### src/rtl/cgra_periph_regs_if.sv
// Register-bus interface for cgra_periph_regs_param.
// The master issues one request at a time (reg_valid_i held until
// reg_ready_o); the slave answers with a single-cycle reg_ready_o strobe
// carrying reg_rdata_o / reg_error_o. Signal names keep the block's original
// port names so existing wiring maps one to one.
interface cgra_periph_regs_param_if #(
  parameter int unsigned ADDR_W = 10
);
  logic              reg_valid_i;
  logic              reg_write_i;
  logic [ADDR_W-1:0] reg_addr_i;
  logic [31:0]       reg_wdata_i;
  logic              reg_ready_o;
  logic [31:0]       reg_rdata_o;
  logic              reg_error_o;

  modport master (
    output reg_valid_i, reg_write_i, reg_addr_i, reg_wdata_i,
    input  reg_ready_o, reg_rdata_o, reg_error_o
  );

  modport slave (
    input  reg_valid_i, reg_write_i, reg_addr_i, reg_wdata_i,
    output reg_ready_o, reg_rdata_o, reg_error_o
  );
endinterface

### src/rtl/cgra_periph_regs_param.sv
// cgra_periph_regs_param: CGRA control/status register block.
//
// Holds per-slot kernel IDs and per-column I/O pointers, tracks column busy
// status, keeps per-column active/stall performance counters plus a kernel
// total, and raises a maskable column-end interrupt.
//
// Ports:
//   clk_i, rst_ni   clock, asynchronous active-low reset
//   bus             register bus (slave modport of cgra_periph_regs_param_if)
//   acc_req_i       columns requested by the pending kernel
//   acc_ack_i       request accepted; ack_slot_i names the slot consumed
//   acc_end_i       per-column end pulse
//   col_stall_i     per-column stall
//   col_status_o    per-column busy
//   core_ker_id_o   packed kernel IDs, slot s at [s*KER_ID_W +: KER_ID_W]
//   core_rd_ptr_o   packed input pointers, index s*MAX_COL_REQ+c
//   core_wr_ptr_o   packed output pointers, same indexing
//   irq_o           level interrupt (irq_en & any end flag)
//
// Word map (word = addr>>2): 0 CTRL, 1 STATUS, 2 IRQ_STATUS (W1C),
// 3 TOTAL_KERNELS, 4+2c ACTIVE[c], 5+2c STALL[c], then per slot s at
// B=4+2*N_COL+s*(1+2*MAX_COL_REQ): B ker_id, B+1+2c ptr_in[c], B+2+2c ptr_out[c].
//
// Build option: define CGRA_PERF_CNT_SAT_EN to make TOTAL/ACTIVE/STALL
// saturate at all-ones instead of wrapping.
module cgra_periph_regs_param #(
  parameter int unsigned N_COL       = 4,
  parameter int unsigned N_SLOTS     = 2,
  parameter int unsigned MAX_COL_REQ = 4,
  parameter int unsigned DP_WIDTH    = 32,
  parameter int unsigned KER_ID_W    = 6,
  parameter int unsigned CNT_W       = 32,
  parameter int unsigned ADDR_W      = 10,
  localparam int unsigned SLOT_W     = (N_SLOTS > 1) ? $clog2(N_SLOTS) : 1
) (
  input  logic                                   clk_i,
  input  logic                                   rst_ni,
  cgra_periph_regs_param_if.slave                bus,
  input  logic [N_COL-1:0]                       acc_req_i,
  input  logic                                   acc_ack_i,
  input  logic [SLOT_W-1:0]                      ack_slot_i,
  input  logic [N_COL-1:0]                       acc_end_i,
  input  logic [N_COL-1:0]                       col_stall_i,
  output logic [N_COL-1:0]                       col_status_o,
  output logic [N_SLOTS*KER_ID_W-1:0]            core_ker_id_o,
  output logic [N_SLOTS*MAX_COL_REQ*DP_WIDTH-1:0] core_rd_ptr_o,
  output logic [N_SLOTS*MAX_COL_REQ*DP_WIDTH-1:0] core_wr_ptr_o,
  output logic                                   irq_o
);

  localparam int unsigned W_CTRL      = 0;
  localparam int unsigned W_STATUS    = 1;
  localparam int unsigned W_IRQ       = 2;
  localparam int unsigned W_TOTAL     = 3;
  localparam int unsigned ACT_BASE    = 4;
  localparam int unsigned SLOT_BASE   = 4 + 2 * N_COL;
  localparam int unsigned SLOT_STRIDE = 1 + 2 * MAX_COL_REQ;

  typedef enum logic {
    S_IDLE = 1'b0,
    S_RESP = 1'b1
  } bus_state_e;

  bus_state_e state_q, state_d;

  logic                cnt_en_q, cnt_reset_q, irq_en_q, irq_q;
  logic [N_COL-1:0]    col_status_q, irq_status_q;
  logic [CNT_W-1:0]    total_q;
  logic [CNT_W-1:0]    act_q   [N_COL];
  logic [CNT_W-1:0]    stall_q [N_COL];
  logic [KER_ID_W-1:0] ker_q   [N_SLOTS];
  logic [DP_WIDTH-1:0] pin_q   [N_SLOTS][MAX_COL_REQ];
  logic [DP_WIDTH-1:0] pout_q  [N_SLOTS][MAX_COL_REQ];
  logic [31:0]         rdata_q;
  logic                error_q;

  logic                accept, wr_en, dec_hit, dec_err;
  logic [ADDR_W-3:0]   widx;
  int unsigned         w;
  logic [31:0]         rd_data;
  logic [N_COL-1:0]    w1c_mask, irq_status_d, col_status_d;
  logic                irq_en_d;
  logic                unused_addr_bits;

  assign unused_addr_bits = ^bus.reg_addr_i[1:0];

  function automatic logic [CNT_W-1:0] cnt_inc(input logic [CNT_W-1:0] v);
`ifdef CGRA_PERF_CNT_SAT_EN
    return (&v) ? v : v + CNT_W'(1);
`else
    return v + CNT_W'(1);
`endif
  endfunction

  // Bus FSM: the access is performed on the edge that samples reg_valid_i,
  // and the response strobe follows in RESP.
  always_ff @(posedge clk_i or negedge rst_ni) begin
    if (!rst_ni) state_q <= S_IDLE;
    else         state_q <= state_d;
  end

  always_comb begin
    state_d = state_q;
    accept  = 1'b0;
    case (state_q)
      S_IDLE: begin
        if (bus.reg_valid_i) begin
          accept  = 1'b1;
          state_d = S_RESP;
        end
      end
      S_RESP:  state_d = S_IDLE;
      default: state_d = S_IDLE;
    endcase
  end

  // Address decode and read mux.
  always_comb begin
    widx    = bus.reg_addr_i[ADDR_W-1:2];
    w       = 32'(widx);
    rd_data = '0;
    dec_hit = 1'b0;
    if (w == W_CTRL) begin
      dec_hit = 1'b1;
      rd_data = {29'd0, irq_en_q, cnt_reset_q, cnt_en_q};
    end
    if (w == W_STATUS) begin
      dec_hit = 1'b1;
      rd_data = 32'(col_status_q);
    end
    if (w == W_IRQ) begin
      dec_hit = 1'b1;
      rd_data = 32'(irq_status_q);
    end
    if (w == W_TOTAL) begin
      dec_hit = 1'b1;
      rd_data = 32'(total_q);
    end
    for (int unsigned c = 0; c < N_COL; c++) begin
      if (w == ACT_BASE + 2 * c) begin
        dec_hit = 1'b1;
        rd_data = 32'(act_q[c]);
      end
      if (w == ACT_BASE + 2 * c + 1) begin
        dec_hit = 1'b1;
        rd_data = 32'(stall_q[c]);
      end
    end
    for (int unsigned s = 0; s < N_SLOTS; s++) begin
      if (w == SLOT_BASE + s * SLOT_STRIDE) begin
        dec_hit = 1'b1;
        rd_data = 32'(ker_q[s]);
      end
      for (int unsigned c = 0; c < MAX_COL_REQ; c++) begin
        if (w == SLOT_BASE + s * SLOT_STRIDE + 1 + 2 * c) begin
          dec_hit = 1'b1;
          rd_data = 32'(pin_q[s][c]);
        end
        if (w == SLOT_BASE + s * SLOT_STRIDE + 2 + 2 * c) begin
          dec_hit = 1'b1;
          rd_data = 32'(pout_q[s][c]);
        end
      end
    end
    dec_err = !dec_hit || (bus.reg_write_i && (w == W_STATUS));
  end

  assign wr_en = accept && bus.reg_write_i && !dec_err;

  always_comb begin
    w1c_mask     = (wr_en && (w == W_IRQ)) ? bus.reg_wdata_i[N_COL-1:0] : '0;
    irq_status_d = (irq_status_q & ~w1c_mask) | acc_end_i;
    irq_en_d     = (wr_en && (w == W_CTRL)) ? bus.reg_wdata_i[2] : irq_en_q;
    col_status_d = (col_status_q & ~acc_end_i) | (acc_ack_i ? acc_req_i : '0);
  end

  // Bus response, control, status and interrupt.
  always_ff @(posedge clk_i or negedge rst_ni) begin
    if (!rst_ni) begin
      rdata_q      <= '0;
      error_q      <= 1'b0;
      cnt_en_q     <= 1'b0;
      cnt_reset_q  <= 1'b0;
      irq_en_q     <= 1'b0;
      irq_q        <= 1'b0;
      col_status_q <= '0;
      irq_status_q <= '0;
    end else begin
      if (accept) begin
        error_q <= dec_err;
        rdata_q <= (dec_err || bus.reg_write_i) ? '0 : rd_data;
      end
      if (wr_en && (w == W_CTRL)) begin
        cnt_en_q    <= bus.reg_wdata_i[0];
        cnt_reset_q <= bus.reg_wdata_i[1];
      end else begin
        cnt_reset_q <= 1'b0;
      end
      irq_en_q     <= irq_en_d;
      col_status_q <= col_status_d;
      irq_status_q <= irq_status_d;
      // Built from next-state values so irq_o follows the end pulse by one cycle.
      irq_q        <= irq_en_d && (|irq_status_d);
    end
  end

  // Performance counters: cnt_reset, then SW write, then increment.
  always_ff @(posedge clk_i or negedge rst_ni) begin
    if (!rst_ni) begin
      total_q <= '0;
      for (int unsigned c = 0; c < N_COL; c++) begin
        act_q[c]   <= '0;
        stall_q[c] <= '0;
      end
    end else begin
      if (cnt_reset_q)
        total_q <= '0;
      else if (wr_en && (w == W_TOTAL))
        total_q <= bus.reg_wdata_i[CNT_W-1:0];
      else if (cnt_en_q && acc_ack_i)
        total_q <= cnt_inc(total_q);
      for (int unsigned c = 0; c < N_COL; c++) begin
        if (cnt_reset_q)
          act_q[c] <= '0;
        else if (wr_en && (w == ACT_BASE + 2 * c))
          act_q[c] <= bus.reg_wdata_i[CNT_W-1:0];
        else if (cnt_en_q && (col_status_q[c] || acc_req_i[c]))
          act_q[c] <= cnt_inc(act_q[c]);
        if (cnt_reset_q)
          stall_q[c] <= '0;
        else if (wr_en && (w == ACT_BASE + 2 * c + 1))
          stall_q[c] <= bus.reg_wdata_i[CNT_W-1:0];
        else if (cnt_en_q && col_stall_i[c])
          stall_q[c] <= cnt_inc(stall_q[c]);
      end
    end
  end

  // Slot registers. An ack clears the consumed slot's kernel ID and beats a
  // same-cycle SW write; an out-of-range ack_slot_i matches no slot.
  always_ff @(posedge clk_i or negedge rst_ni) begin
    if (!rst_ni) begin
      for (int unsigned s = 0; s < N_SLOTS; s++) begin
        ker_q[s] <= '0;
        for (int unsigned c = 0; c < MAX_COL_REQ; c++) begin
          pin_q[s][c]  <= '0;
          pout_q[s][c] <= '0;
        end
      end
    end else begin
      for (int unsigned s = 0; s < N_SLOTS; s++) begin
        if (acc_ack_i && (32'(ack_slot_i) == s))
          ker_q[s] <= '0;
        else if (wr_en && (w == SLOT_BASE + s * SLOT_STRIDE))
          ker_q[s] <= bus.reg_wdata_i[KER_ID_W-1:0];
        for (int unsigned c = 0; c < MAX_COL_REQ; c++) begin
          if (wr_en && (w == SLOT_BASE + s * SLOT_STRIDE + 1 + 2 * c))
            pin_q[s][c] <= bus.reg_wdata_i[DP_WIDTH-1:0];
          if (wr_en && (w == SLOT_BASE + s * SLOT_STRIDE + 2 + 2 * c))
            pout_q[s][c] <= bus.reg_wdata_i[DP_WIDTH-1:0];
        end
      end
    end
  end

  // Output packing.
  always_comb begin
    core_ker_id_o = '0;
    core_rd_ptr_o = '0;
    core_wr_ptr_o = '0;
    for (int unsigned s = 0; s < N_SLOTS; s++) begin
      core_ker_id_o[s*KER_ID_W +: KER_ID_W] = ker_q[s];
      for (int unsigned c = 0; c < MAX_COL_REQ; c++) begin
        core_rd_ptr_o[(s*MAX_COL_REQ+c)*DP_WIDTH +: DP_WIDTH] = pin_q[s][c];
        core_wr_ptr_o[(s*MAX_COL_REQ+c)*DP_WIDTH +: DP_WIDTH] = pout_q[s][c];
      end
    end
  end

  assign bus.reg_ready_o = (state_q == S_RESP);
  assign bus.reg_rdata_o = rdata_q;
  assign bus.reg_error_o = error_q;
  assign col_status_o    = col_status_q;
  assign irq_o           = irq_q;

endmodule
### src/flat_wrapper.sv
// flat-port wrapper written by rule: the top's interface ports become plain ports
module cgra_periph_regs_param_flat 
#(
  parameter int unsigned N_COL       = 4,
  parameter int unsigned N_SLOTS     = 2,
  parameter int unsigned MAX_COL_REQ = 4,
  parameter int unsigned DP_WIDTH    = 32,
  parameter int unsigned KER_ID_W    = 6,
  parameter int unsigned CNT_W       = 32,
  parameter int unsigned ADDR_W      = 10,
  localparam int unsigned SLOT_W     = (N_SLOTS > 1) ? $clog2(N_SLOTS) : 1
)
  (clk_i, rst_ni, acc_req_i, acc_ack_i, ack_slot_i, acc_end_i, col_stall_i, col_status_o, core_ker_id_o, core_rd_ptr_o, core_wr_ptr_o, irq_o, bus_reg_valid_i, bus_reg_write_i, bus_reg_addr_i, bus_reg_wdata_i, bus_reg_ready_o, bus_reg_rdata_o, bus_reg_error_o);
  cgra_periph_regs_param_if #(.ADDR_W(ADDR_W)) bus_i ();
  input  logic clk_i;
  input  logic rst_ni;
  input  logic [N_COL-1:0] acc_req_i;
  input  logic acc_ack_i;
  input  logic [SLOT_W-1:0] ack_slot_i;
  input  logic [N_COL-1:0] acc_end_i;
  input  logic [N_COL-1:0] col_stall_i;
  output logic [N_COL-1:0] col_status_o;
  output logic [N_SLOTS*KER_ID_W-1:0] core_ker_id_o;
  output logic [N_SLOTS*MAX_COL_REQ*DP_WIDTH-1:0] core_rd_ptr_o;
  output logic [N_SLOTS*MAX_COL_REQ*DP_WIDTH-1:0] core_wr_ptr_o;
  output logic irq_o;
  input wire logic [$bits(bus_i.reg_valid_i)-1:0] bus_reg_valid_i;
  input wire logic [$bits(bus_i.reg_write_i)-1:0] bus_reg_write_i;
  input wire logic [$bits(bus_i.reg_addr_i)-1:0] bus_reg_addr_i;
  input wire logic [$bits(bus_i.reg_wdata_i)-1:0] bus_reg_wdata_i;
  output wire logic [$bits(bus_i.reg_ready_o)-1:0] bus_reg_ready_o;
  output wire logic [$bits(bus_i.reg_rdata_o)-1:0] bus_reg_rdata_o;
  output wire logic [$bits(bus_i.reg_error_o)-1:0] bus_reg_error_o;
  assign bus_i.reg_valid_i = bus_reg_valid_i;
  assign bus_i.reg_write_i = bus_reg_write_i;
  assign bus_i.reg_addr_i = bus_reg_addr_i;
  assign bus_i.reg_wdata_i = bus_reg_wdata_i;
  assign bus_reg_ready_o = bus_i.reg_ready_o;
  assign bus_reg_rdata_o = bus_i.reg_rdata_o;
  assign bus_reg_error_o = bus_i.reg_error_o;
  cgra_periph_regs_param #(.N_COL(N_COL), .N_SLOTS(N_SLOTS), .MAX_COL_REQ(MAX_COL_REQ), .DP_WIDTH(DP_WIDTH), .KER_ID_W(KER_ID_W), .CNT_W(CNT_W), .ADDR_W(ADDR_W)) u_core (.clk_i(clk_i), .rst_ni(rst_ni), .bus(bus_i), .acc_req_i(acc_req_i), .acc_ack_i(acc_ack_i), .ack_slot_i(ack_slot_i), .acc_end_i(acc_end_i), .col_stall_i(col_stall_i), .col_status_o(col_status_o), .core_ker_id_o(core_ker_id_o), .core_rd_ptr_o(core_rd_ptr_o), .core_wr_ptr_o(core_wr_ptr_o), .irq_o(irq_o));
endmodule
### config.mk
export PLATFORM = sky130hd
export DESIGN_NAME = cgra_periph_regs_param_flat
export DESIGN_NICKNAME = d
export VERILOG_FILES = /design/src/rtl/cgra_periph_regs_if.sv /design/src/rtl/cgra_periph_regs_param.sv /design/src/flat_wrapper.sv
export SDC_FILE = /design/constraint.sdc
export NUM_CORES = 2
export LEC_CHECK = 0
export CAP_MARGIN = 15
export CORE_MARGIN = 3
export CORE_UTILIZATION = 40
export DETAILED_ROUTE_END_ITERATION = 12
export PLACE_DENSITY_LB_ADDON = 0.2
export SLEW_MARGIN = 5
export SYNTH_ARGS = -nofsm -noshare
export SYNTH_HDL_FRONTEND = slang
export SYNTH_SLANG_ARGS = --single-unit
### constraint.sdc
create_clock -name clk_i -period 2.8 [get_ports clk_i]
set_clock_uncertainty 0.15 [all_clocks]
set_input_delay 0.28 -clock clk_i [delete_from_list [all_inputs] [get_ports clk_i]]
set_output_delay 0.28 -clock clk_i [all_outputs]
set_load 0.03 [all_outputs]
==> results summary <==
The core region area is 116000 um2. The origin of the critical flop-to-flop path is u_core.bus.reg_ready_o. The die covers 121000 um2.

The largest voltage drop on the vdd net came out at 480 uV. The overall track demand over capacity in global routing is 40.1%. The count of buffers from port buffering is 620. The floorplan step set the die height to 348 um.

The post-detailed-route DRC marker count is 0. The congestion estimate from routability-driven global placement came to 1.03. The highest achievable clock rate is 358 MHz. The dominant cell type by count on the critical path is buf_4. TritonCTS built the clock tree. The sum of negative setup slack came out at 0 ns. The number of antenna violations at the first check in global routing is 11. The number of distinct library cell variants in the gate-level netlist after synthesis is 89. Across the run, the number of max-cap violations was 0.

The number of flip-flops and latches in the synthesized netlist is 858. The cell area reported after detailed placement is 60000 um2. The worst setup path is of the in -> reg kind. In this run the register-to-register setup slack is 0.02 ns. Of the synthesized area, sequential elements account for 45.8%.

The cell with the largest stage delay on the worst path is o21ai_0. STA classifies the critical path endpoint as a register. The longest individual stage delay on the worst path is 0.44 ns. The CTS clock-pin slew for the worst setup and hold paths is 0.06 ns. The row count came out at 125. The layout overhead on the synthesized area is 35.5%.

The number of nets in the final layout is 5756. The ratio of cells with drive above 1 in the final layout came out at 26.5%. The number of pins with negative max-slew slack in the final report was 0. The flow ran to the end, and the final reports show no timing, DRC or antenna violations. The source-to-sink clock delay at the later pin of the worst-skew pair came out at 0.73 ns.

The number of optimization iterations in the first detailed-route pass is 9. The actual slew at the worst max-slew pin is 1.08 ns. In this run, synthesis inferred 0 flip-flops with an integrated enable.

The largest net degree at the start of global routing came out at 169. The TritonCTS buffer count came out at 98. The worst-case headroom to the max-slew limit came out at 27.4%.

The average instance area after synthesis came out at 10.1 um2. The total count of hold-check failures in the final report came out at 0. The async set-reset flop share out of synthesis came out at 100%. The final cell area excluding filler cells came out at 63600 um2. The share of the core filled with cells came out at 54.6%. STA puts the critical path data arrival time at 3.25 ns. In the synthesized netlist, the number of instances is 4666.

The horizontal die dimension is 348 um. The total leakage power is 27.9 nW. The synthesized cell area came out at 46900 um2. After legalization and detailed placement, the total HPWL measured 185000 um.

Counting every net in the synthesized netlist gives 4735. The worst min-delay path category is in -> async. The commonest non-fill, non-tap cell in the layout is dfrtp_1. The worst register-to-register path has a depth of 8. Once the floorplan was initialized, standard cells occupied 40.3% of the core.

The global-route wire length before repair came out at 349000 um. The required time at the worst-slack endpoint is 3.25 ns. Overall power consumption after layout is estimated at 28.7 mW. The number of sinks on the clock net is 858.

The post-route antenna net violation count came out at 0. The post-route worst hold slack came out at 0.00388 ns. Setup repair after global routing could not meet its margin everywhere.

The final setup violation count came out at 0. The count of boundary I/O pins came out at 623. The signal on the critical path passes through clkdlybuf4s50_1, buf_4, buf_4, and4bb_2, buf_4, nand4_1, buf_4, o21ai_0, o32ai_1, a21oi_2, buf_4, o31ai_1.

The worst setup path is launched from a primary input. The final layout contains routed wiring with a total length of 250000 um. Among all flip-flop cells after synthesis, the most frequent one is dfrtp_1. In this run the critical register-to-register path is captured at u_core.core_wr_ptr_o[52]. Clock tree synthesis selected as its root buffer the cell clkbuf_16.

For this block, the initial DRC count from the detailed router was 6325. The average wire per cell in the routed design is 34.3 um. The time the worst path needs with I/O delays and setup came out at 2.79 ns. The overflow left after global routing is 0. The portion of the clock cycle consumed by the worst path in the final layout is 99.8%.

The via-per-instance ratio came out at 6.43. Along the worst path, the maximum fanout reaches 8. The total number of H-tree levels is 3. The longest clock path from root to sink contains 3 buffers. The via count came out at 46900. The power density over the cells came out at 451 nW/um2. The number of synthesis warnings is 0.

The via count of the first global-routing pass was 44600. In the layout the commonest cells are dfrtp_1, clkdlybuf4s50_1, buf_4, mux2_2, nor2_1.
metrics by stage:
stage	cells	worst slack [ns]
final	7292	0.00591
after global routing	7289	-0.00409
after CTS	7287	0.000111
after detailed placement	7102	-1.04
after global placement	7102	-1.09
after floorplan	4666	0.247
synthesized netlist by cell type, types with 15 or more instances:
library cell / instances / share of area [%]
o21ai_0: 245 / 2.6
nand2_1: 298 / 2.4
and2_1: 23 / 0.31
xor2_1: 136 / 2.5
nor4_1: 16 / 0.21
mux4_2: 28 / 1.3
inv_1: 30 / 0.24
buf_1: 32 / 0.26
nand4_1: 75 / 1.0
dfrtp_1: 858 / 46
a22oi_1: 51 / 0.82
nor2_1: 489 / 3.9
o22ai_1: 62 / 0.83
or3_1: 23 / 0.31
a31oi_1: 16 / 0.21
nor2b_1: 17 / 0.23
o211ai_1: 31 / 0.50
buf_2: 132 / 1.4
nand3_1: 158 / 1.7
nor3_1: 85 / 0.91
a221oi_1: 21 / 0.39
a211oi_1: 262 / 4.2
and4_1: 19 / 0.35
mux2_2: 543 / 13
clkbuf_1: 223 / 1.8
and3_1: 53 / 0.71
o221ai_1: 15 / 0.28
mux2i_1: 87 / 1.9
o31ai_1: 15 / 0.24
a21o_1: 21 / 0.34
a21oi_1: 239 / 2.5
xnor2_1: 106 / 2.0
registers in the layout (all words and copies together) (netlist names):
signal                  flops
u_core.core_wr_ptr_o      256
u_core.core_ker_id_o       12
u_core.irq_en_q             1
u_core.bus.reg_ready_o      1
u_core.irq_o                1
u_core.bus.reg_error_o      1
u_core.total_q             32
u_core.stall_q            128
u_core.bus.reg_rdata_o     32
u_core.cnt_en_q             1
u_core.col_status_o         4
u_core.core_rd_ptr_o      256
u_core.cnt_reset_q          1
u_core.act_q              128
u_core.irq_status_q         4
where the power goes:
group          leakage [nW]  total (mW)  switching, mW  internal, mW
Sequential             11.9        12.6         0.0924          12.5
Clock                  1.65        13.7           5.78          7.96
Combinational          14.3        2.39           1.67         0.723
per-layer routing:
| metal | part of all wire (%) | GRT usage, % |
|---|---|---|
| met1 | 40 | 54.8 |
| met2 | 43 | 59.3 |
| met3 | 10 | 8.97 |
| met4 | 6.6 | 21.2 |
| met5 | 0.015 | 0 |
worst max-delay path by stage:
stage	cells after the start	slack, ns	startpoint	end
after floorplan	7	0.25	bus_reg_addr_i[7]	u_core.core_rd_ptr_o[10]
after global placement	10	-1.09	bus_reg_addr_i[9]	u_core.bus.reg_rdata_o[29]
after detailed placement	10	-1.04	bus_reg_addr_i[9]	u_core.bus.reg_rdata_o[29]
after CTS	11	0.0001	bus_reg_addr_i[9]	u_core.irq_o
after global routing	11	-0.004	bus_reg_addr_i[9]	u_core.irq_o
final	12	0.006	bus_reg_addr_i[7]	u_core.bus.reg_rdata_o[11]
cell type report:
type,instances,area [um2]
clock inverter,30,493
inverter,31,124
tap,1524,1910
clock buffer,148,2880
fill,10600,52800
sequential,858,21500
multi-input combinational,3374,23900
antenna,3,7.51
timing repair buffer,1324,12800
critical path, delay by kind of cell:
kind	cells	cell delay [ns]
buffers and inverters	6	1.36
and+or+nand+nor	2	0.54
AOI/OAI and AO/OA	4	1.04
kinds of logic after synthesis:
group	count (synthesis)	share of synthesized area [%]
adder cells (fa/ha/maj)	9	0.240
multiplexers	659	16.3
flip-flops	858	45.8
AND/OR/NAND/NOR	1334	13.4
XOR/XNOR	242	4.52
buffers and inverters	434	3.98
AO/OA/AOI/OAI	1130	15.8
timing repair:
action | 4_1_cts | 5_1_grt
pin swaps | 1 | 2
buffers inserted | 2 | 2
endpoints found under the hold margin | 612 | 0
hold buffers | 5 | 0
resized for setup | 13 | 16
setup endpoints to repair | 120 | 80
Note: power is estimated with default switching activity, not from simulation.
